`src/rtl/mem_ctrl_pkg.sv`:
```
// rtl/mem_ctrl_pkg.sv - shared encodings for the byte-serial memory controller
package mem_ctrl_pkg;

   typedef enum logic [1:0] {
      MC_IDLE  = 2'd0,
      MC_READ  = 2'd1,
      MC_WRITE = 2'd2,
      MC_DONE  = 2'd3
   } mc_state_t;

   typedef enum logic {
      REQ_MEM = 1'b0,
      REQ_IF  = 1'b1
   } req_t;

   localparam logic [1:0] MASK_BYTE = 2'b01;
   localparam logic [1:0] MASK_HALF = 2'b10;
   localparam logic [1:0] MASK_WORD = 2'b11;

   // Mask 00 falls through to a full word store.
   function automatic logic [2:0] mask_bytes(input logic [1:0] mask);
      case (mask)
         MASK_BYTE: return 3'd1;
         MASK_HALF: return 3'd2;
         default:   return 3'd4;
      endcase
   endfunction

endpackage

```
`src/rtl/mem_ctrl_arb.sv`:
```
// rtl/mem_ctrl_arb.sv - fixed-priority request select: MEM write > MEM read > fetch
module mem_ctrl_arb
   import mem_ctrl_pkg::*;
(
   input  logic w_en_i,
   input  logic r_en_i,
   input  logic if_req_i,
   output logic valid_o,
   output logic write_o,
   output req_t id_o
);

   assign valid_o = w_en_i | r_en_i | if_req_i;
   assign write_o = w_en_i;
   assign id_o    = (w_en_i | r_en_i) ? REQ_MEM : REQ_IF;

endmodule

```
`src/rtl/mem_ctrl.sv`:
```
// rtl/mem_ctrl.sv - byte-serial RAM controller for MEM stage and fetch; MEMCTRL_IO_STALL_EN adds an IO write stall
module mem_ctrl
   import mem_ctrl_pkg::*;
#(
   parameter int ADDR_W = 32
) (
   input  logic              clk,
   input  logic              rst,
`ifdef MEMCTRL_IO_STALL_EN
   input  logic              io_buffer_full_i,
`endif
   input  logic              ram_r_enable_i,
   input  logic              ram_w_enable_i,
   input  logic [31:0]       ram_addr_i,
   input  logic [31:0]       ram_w_data_i,
   input  logic [1:0]        ram_mask_i,
   output logic [31:0]       ram_r_data_o,
   output logic              ram_done_o,
   output logic              ram_busy_o,
   input  logic              if_req_i,
   input  logic [31:0]       if_addr_i,
   output logic [31:0]       if_data_o,
   output logic              if_done_o,
   input  logic [7:0]        mem_din_i,
   output logic [7:0]        mem_dout_o,
   output logic [ADDR_W-1:0] mem_a_o,
   output logic              mem_wr_o
);

   mc_state_t         state_q;
   req_t              req_q;
   req_t              grant_id;
   logic              grant_valid, grant_write;
   logic [2:0]        cnt_q, nbytes_q, cnt_d;
   logic [ADDR_W-1:0] base_q, addr_d, a_next_d;
   logic [31:0]       wdata_q;
   logic [23:0]       rbuf_q;
   logic              io_full;

   logic [31:0]       ram_r_data_q, if_data_q;
   logic              ram_done_q, if_done_q, ram_busy_q, mem_wr_q;
   logic [7:0]        mem_dout_q;
   logic [ADDR_W-1:0] mem_a_q;

   mem_ctrl_arb u_arb (
      .w_en_i   (ram_w_enable_i),
      .r_en_i   (ram_r_enable_i),
      .if_req_i (if_req_i),
      .valid_o  (grant_valid),
      .write_o  (grant_write),
      .id_o     (grant_id)
   );

`ifdef MEMCTRL_IO_STALL_EN
   assign io_full = io_buffer_full_i;
`else
   assign io_full = 1'b0;
`endif

   assign cnt_d    = cnt_q + 3'd1;
   assign a_next_d = base_q + ADDR_W'(cnt_d);
   assign addr_d   = (grant_id == REQ_IF) ? if_addr_i[ADDR_W-1:0] : ram_addr_i[ADDR_W-1:0];

   // Writes into the IO window back off while the IO buffer is full.
   function automatic logic hold(input logic [ADDR_W-1:0] a);
      return io_full && (a[17:16] == 2'b11);
   endfunction

   always_ff @(posedge clk or negedge rst) begin
      if (!rst) begin
         state_q      <= MC_IDLE;
         req_q        <= REQ_MEM;
         cnt_q        <= '0;
         nbytes_q     <= '0;
         base_q       <= '0;
         wdata_q      <= '0;
         rbuf_q       <= '0;
         ram_r_data_q <= '0;
         if_data_q    <= '0;
         ram_done_q   <= 1'b0;
         if_done_q    <= 1'b0;
         ram_busy_q   <= 1'b0;
         mem_wr_q     <= 1'b0;
         mem_dout_q   <= '0;
         mem_a_q      <= '0;
      end else begin
         ram_done_q <= 1'b0;
         if_done_q  <= 1'b0;
         case (state_q)
            MC_IDLE: begin
               if (grant_valid) begin
                  base_q     <= addr_d;
                  req_q      <= grant_id;
                  cnt_q      <= '0;
                  mem_a_q    <= addr_d;
                  ram_busy_q <= 1'b1;
                  if (grant_write) begin
                     state_q    <= MC_WRITE;
                     nbytes_q   <= mask_bytes(ram_mask_i);
                     wdata_q    <= ram_w_data_i;
                     mem_dout_q <= ram_w_data_i[7:0];
                     mem_wr_q   <= !hold(addr_d);
                  end else begin
                     state_q  <= MC_READ;
                     mem_wr_q <= 1'b0;
                  end
               end
            end
            MC_READ: begin
               // Data for the address of cycle c arrives in cycle c+1.
               cnt_q <= cnt_d;
               case (cnt_q)
                  3'd1:    rbuf_q[7:0]   <= mem_din_i;
                  3'd2:    rbuf_q[15:8]  <= mem_din_i;
                  3'd3:    rbuf_q[23:16] <= mem_din_i;
                  default: ;
               endcase
               if (cnt_q < 3'd3) mem_a_q <= a_next_d;
               if (cnt_q == 3'd4) begin
                  state_q <= MC_DONE;
                  if (req_q == REQ_IF) begin
                     if_data_q <= {mem_din_i, rbuf_q};
                     if_done_q <= 1'b1;
                  end else begin
                     ram_r_data_q <= {mem_din_i, rbuf_q};
                     ram_done_q   <= 1'b1;
                  end
               end
            end
            MC_WRITE: begin
               // A low mem_wr_q here means the current byte is still pending.
               if (mem_wr_q) begin
                  if (cnt_d == nbytes_q) begin
                     state_q    <= MC_DONE;
                     mem_wr_q   <= 1'b0;
                     ram_done_q <= 1'b1;
                  end else begin
                     cnt_q      <= cnt_d;
                     mem_a_q    <= a_next_d;
                     mem_dout_q <= wdata_q[{cnt_d[1:0], 3'b000} +: 8];
                     mem_wr_q   <= !hold(a_next_d);
                  end
               end else begin
                  mem_wr_q <= !hold(mem_a_q);
               end
            end
            MC_DONE: begin
               state_q    <= MC_IDLE;
               ram_busy_q <= 1'b0;
            end
            default: state_q <= MC_IDLE;
         endcase
      end
   end

   a_no_dual_req: assert property (@(posedge clk) disable iff (!rst)
      !(ram_w_enable_i && ram_r_enable_i));

   assign ram_r_data_o = ram_r_data_q;
   assign if_data_o    = if_data_q;
   assign ram_done_o   = ram_done_q;
   assign if_done_o    = if_done_q;
   assign ram_busy_o   = ram_busy_q;
   assign mem_wr_o     = mem_wr_q;
   assign mem_dout_o   = mem_dout_q;
   assign mem_a_o      = mem_a_q;

endmodule

```
`config.mk`:
```
export PLATFORM = sky130hd
export DESIGN_NAME = mem_ctrl
export DESIGN_NICKNAME = d
export VERILOG_FILES = /design/src/rtl/mem_ctrl_pkg.sv /design/src/rtl/mem_ctrl_arb.sv /design/src/rtl/mem_ctrl.sv
export SDC_FILE = /design/constraint.sdc
export NUM_CORES = 1
export LEC_CHECK = 0
export ABC_CLOCK_PERIOD_IN_PS = 6900
export BUFFER_PORTS_ARGS = -buffer_cell sky130_fd_sc_hd__buf_2
export CORE_UTILIZATION = 39
export CTS_CLUSTER_DIAMETER = 120
export DETAILED_ROUTE_END_ITERATION = 16
export GPL_TIMING_DRIVEN = 0
export RECOVER_POWER = 100
export SETUP_SLACK_MARGIN = 0.2
export SLEW_MARGIN = 30
export SYNTH_ARGS = -nofsm -noshare
export SYNTH_HDL_FRONTEND = slang
export SYNTH_SLANG_ARGS = --single-unit
```
`constraint.sdc`:
```
create_clock -name clk -period 6.9 [get_ports clk]
set_clock_uncertainty 0.05 [all_clocks]
set_input_delay 0.69 -clock clk [delete_from_list [all_inputs] [get_ports clk]]
set_output_delay 0.69 -clock clk [all_outputs]
set_load 0.1 [all_outputs]
```
Word level (Yosys, flattened, before mapping). Index checks and enable logic that the tools add are counted.

Reductions and logical operators: 17. Add/sub/neg operators: 2. Shifts and indexed selects: 1. Equality and inequality tests: 17. Magnitude comparators: 1. Bitwise gates (word level): 3. Muxes and demuxes: 38.

Operators with widths (count): 2-to-1 mux 32 bit (5); one-hot mux 32 bit (3 select lines) (1); adder 32 x 3 -> 32 bit (1); 2-to-1 mux 8 bit (4); variable part select 32 x 6 -> 8 bit (1); one-hot mux 8 bit (2 select lines) (1); != test 2 bit, second input constant (7); 2-to-1 mux 1 bit (13); AND reduction 2 bit (6); 2-to-1 mux 2 bit (5); AND reduction 5 bit (2); 2-to-1 mux 3 bit (3); one-hot mux 3 bit (3 select lines) (1); AND reduction 3 bit (3); one-hot mux 2 bit (4 select lines) (1); AND reduction 4 bit (2); == test 2 bit, second input constant (3); == test 3 x 2 -> 1 bit, second input constant (2); one-hot mux 1 bit (2 select lines) (3); one-hot mux 3 bit (2 select lines) (1); == test 2 x 1 -> 1 bit, second input constant (2); nonzero test 2 bit (2); adder 3 x 1 -> 3 bit, second input constant (1); == test 3 x 1 -> 1 bit, second input constant (1); other kinds (7) (8).

Output and inout port bits: 108. Word-level logic and storage cells: 96. Register bits: 205. Bits of input ports: 111.

Depth between registers and ports, before layout.
Depth in word-level cells: 5. Mapped depth: 12. Gate-level depth less buffers: 9.

Modules after synthesis. Synthesis repeated with hierarchy kept, for this count alone.

Cell total of the unflattened synthesis: 843. Area total of the unflattened synthesis: 9472.8 um^2.

By module, submodules not included: mem_ctrl (sequential area each 5129.9 um^2, times used 1, area each 9455.3 um^2, cells each 840); mem_ctrl_arb (sequential area each 0.0 um^2, times used 1, area each 17.5 um^2, cells each 3).

Worst setup path before layout. OpenSTA, ideal clock, no wires.

Path kind: flip-flop to flip-flop. Start point: register cnt_q[0]. End point: register mem_a_q[14], in the netlist mem_a_o[14]. Arrival time: 3.203 ns. Clock period less this slack: 3.322 ns. Path buffers: 3. Library setup time: 0.069 ns. Cell stages (with the launch flop): 13. Slack: 3.578 ns. Cell sequence: dfrtp_1 -> buf_2 -> inv_1 -> ha_1 -> clkbuf_1 -> inv_1 -> fa_1 -> and2b_1 -> o21ai_2 -> buf_6 -> or4_1 -> a31oi_1 -> mux2_2.

Cells in the longest elaborated chain, start to end: 5. Elaborated cells on any way between the ends: 11.

Ends and longest elaborated chain: start: declaration (line mem_ctrl.sv:34) `logic [2:0] cnt_q, nbytes_q, cnt_d;`; start signal: assignment (line mem_ctrl.sv:111) `cnt_q <= cnt_d;`; start signal: assignment (line mem_ctrl.sv:138) `cnt_q <= cnt_d;`; adder 3 x 1 -> 3 bit (line mem_ctrl.sv:60) `assign cnt_d = cnt_q + 3'd1;`; adder 32 x 3 -> 32 bit (line mem_ctrl.sv:61) `assign a_next_d = base_q + ADDR_W'(cnt_d);`; 2-to-1 mux 32 bit (line mem_ctrl.sv:133) `if (cnt_d == nbytes_q) begin`; 2-to-1 mux 32 bit (line mem_ctrl.sv:132) `if (mem_wr_q) begin`; one-hot mux 32 bit (3 select lines) (line mem_ctrl.sv:89) `case (state_q)`; end signal: assignment (line mem_ctrl.sv:95) `mem_a_q <= addr_d;`; end signal: assignment (line mem_ctrl.sv:118) `if (cnt_q < 3'd3) mem_a_q <= a_next_d;`; end signal: assignment (line mem_ctrl.sv:139) `mem_a_q <= a_next_d;`; end: declaration (line mem_ctrl.sv:43) `logic [ADDR_W-1:0] mem_a_q;`.

Parallel ways exist; a longest one is shown, timed or not. The select of a mux whose other input is x is not followed. A chain may end at the register's enable or synchronous reset.

Final worst setup path. Same ends and word-level chain as after synthesis.

==> flow_summary.ini <==
[min_path]
hold_end = wdata_q[23]$_DFFE_PN0P_
whs_path_depth = 2
hold_path_class = in -> reg
hold_path.startpoint = ram_w_data_i[23]

[global_route]
grt_pass1_vias = 7379
overflow = 0
grt_pass1_wl_mm = 41.3
track_usage_pct = 20.5
antenna_found_initial = 1
grt_max_degree = 63

[setup_path]
cp.arrival_ps = 5450
worstRegToRegCells = 12
start_kind = flop
reg2reg_from = cnt_q[0]$_DFFE_PN0P_
r2r_slack_ps = 1840
crit_type = reg -> reg
rr_endpoint = mem_a_o[14]$_DFFE_PN0P_
end_kind = flop
worstPathMaxFanout = 10
required_ps = 7290

[status]
outcome = finished, violations left
violations = max-capacitance violations, max-slew violations

[timing]
period_share_pct = 73.4
rsz0062_at_grt = false
slew_headroom_pct = -108
fin_setup_tns_ps = 0
fmax_mhz = 198
tightest_slew_ps = 3120
period_needed_ps = 5060
slew_viol_final = 148
finalSetupViolCount = 0
hold_viol = 0

[die]
initial_core_util_pct = 39.8
dieArea_mm2 = 0.0254
ios = 219
die_w_um = 159
row_count = 57
die_h_um = 159
core_mm2 = 0.0243

[clock_tree]
cts_setup_buffers = 0
cts-resized-gates = 0
worstSkewPairLatency_ps = 500
cts_buffer_depth = 3
tritoncts = yes
cts-root-buf = clkbuf_16
cts_max_level = 1
clkTransAtPathRegs_ps = 60
cts.sinks = 205
cts_buffers = 23
hold_buffers = 0

[layout]
layout_common_cells = 205 x dfrtp_1, 171 x nand2_1, 153 x clkbuf_1
nets = 1229
drive_gt1_share_pct = 25.5
synthToLayoutAreaGrowth_pct = 21.8
instances_no_fill = 1445
layout_commonest_cell = dfrtp_1

[logic_synthesis]
synth_warnings = 0
synth-seq-cells = 205
yosys.area.top_type = dfrtp_1
ys_top_cells_by_area = dfrtp_1 53%, mux2_2 14%, nand2_1 6.6%, mux2i_1 3.9%, o21ai_0 2.5%
seq_area_frac_synth_pct = 53.0
synth_cell_types = 57
syn_avg_cell_area_um2 = 11.3
synth_cells = 858
synthFlopType = dfrtp_1
synth_nets = 983
synth-edff-count = 0
synthArstFlopShare_pct = 100
netlist_area_mm2 = 0.00967
synth_top_area_share_pct = 53.0

[detailed_routing]
wl_per_cell_um = 17.9
ant_nets = 0
via_per_inst = 5.20
firstDrtPassIters = 5
drtIter0Drc = 448
drcViolationCount = 0
vias = 7512
wl_mm = 25.8

[run]
maxCapViolCount = 3

[place]
portBuffers = 218
dp_hpwl_mm = 18.5
dp_cells = 1403
routabilityCongestion = 0.842
==> how the worst max path moves through the flow <==
stage / endpoint / slack (ps) / start
6_report: mem_a_o[14]$_DFFE_PN0P_ / 1840 / cnt_q[0]$_DFFE_PN0P_
3_5_place_dp: mem_a_o[14]$_DFFE_PN0P_ / 2650 / cnt_q[0]$_DFFE_PN0P_
3_3_place_gp: wdata_q[31]$_DFFE_PN0P_ / 1440 / rst
2_1_floorplan: mem_a_o[14]$_DFFE_PN0P_ / 3580 / cnt_q[0]$_DFFE_PN0P_
4_1_cts: mem_a_o[14]$_DFFE_PN0P_ / 2600 / cnt_q[0]$_DFFE_PN0P_
5_1_grt: mem_a_o[14]$_DFFE_PN0P_ / 1340 / rst
==> stage by stage <==
stage | instance area, um2 | hold slack [ps] | setup slack [ps] | util (%)
after floorplan | 9670 | 344 | 3580 | -
after global placement | 11200 | 404 | 1440 | 45.9
after detailed placement | 11300 | 407 | 2650 | 46.3
after CTS | 12000 | 11.7 | 2600 | 49.4
after global routing | 11800 | 355 | 1340 | 48.5
final | 11800 | 376 | 1840 | 48.5
==> synth_stat cells (12+ instances only) <==
cell and n:
a21oi_1 19, mux2_2 118, nand3_1 14, clkbuf_1 27, inv_1 20, nand4_1 15, o31ai_1 12, nor2_1 13
mux2i_1 38, dfrtp_1 205, nand2_1 171, ha_1 13, o21ai_0 49, and2_1 12
==> sequential cells by signal, indices dropped and copies added (netlist names) <==
signal	count
rbuf_q	24
req_q	1
ram_done_o	1
if_done_o	1
if_data_o	32
nbytes_q	3
ram_r_data_o	32
mem_a_o	32
mem_dout_o	8
state_q	2
mem_wr_o	1
cnt_q	3
ram_busy_o	1
base_q	32
wdata_q	32
==> layer usage <==
layer / share of wire [%] / GRT usage [%] / vias to the layer above
met3: 5.1 / 2.68 / 28
met5: 0 / 0 / -
met1: 47 / 29.7 / 3716
met4: 1.2 / 3.63 / 0
li1: - / - / 3546
met2: 47 / 33.1 / 222
==> worst max-delay path: stages (launching register included) <==
cell	delay [ps]
dfrtp_1	420
clkbuf_1	750
inv_1	330
ha_1	450
clkbuf_1	630
inv_1	170
fa_1	460
and2b_1	290
o21ai_0	250
clkbuf_1	320
or4_1	530
a31oi_1	190
mux2_2	170
==> layout make-up <==
class                           count  area, um2
Antenna cell                        1       2.50
Clock inverter                     11        116
Clock buffer                       30        642
Fill cell                        2345      12500
Sequential cell                   205       5130
Inverter                           20       75.1
Tap cell                          324        405
Multi-Input combinational cell    588       4230
Timing Repair Buffer              221        988
Buffer                             45        196
==> cell families after synthesis <==
| kind of cell | count (synthesis) | synth area share [%] |
|---|---|---|
| XOR/XNOR | 15 | 1.50 |
| adder cells (fa/ha/maj) | 14 | 1.89 |
| AND/OR/NAND/NOR | 271 | 12.9 |
| AO/OA/AOI/OAI | 124 | 8.08 |
| buffers and inverters | 65 | 3.09 |
| flip-flops | 205 | 53.0 |
| multiplexers | 164 | 19.5 |
Power is left out: the tool's default activity adds up to more than one toggle a clock period on the data nets, which glitch-free logic cannot reach.
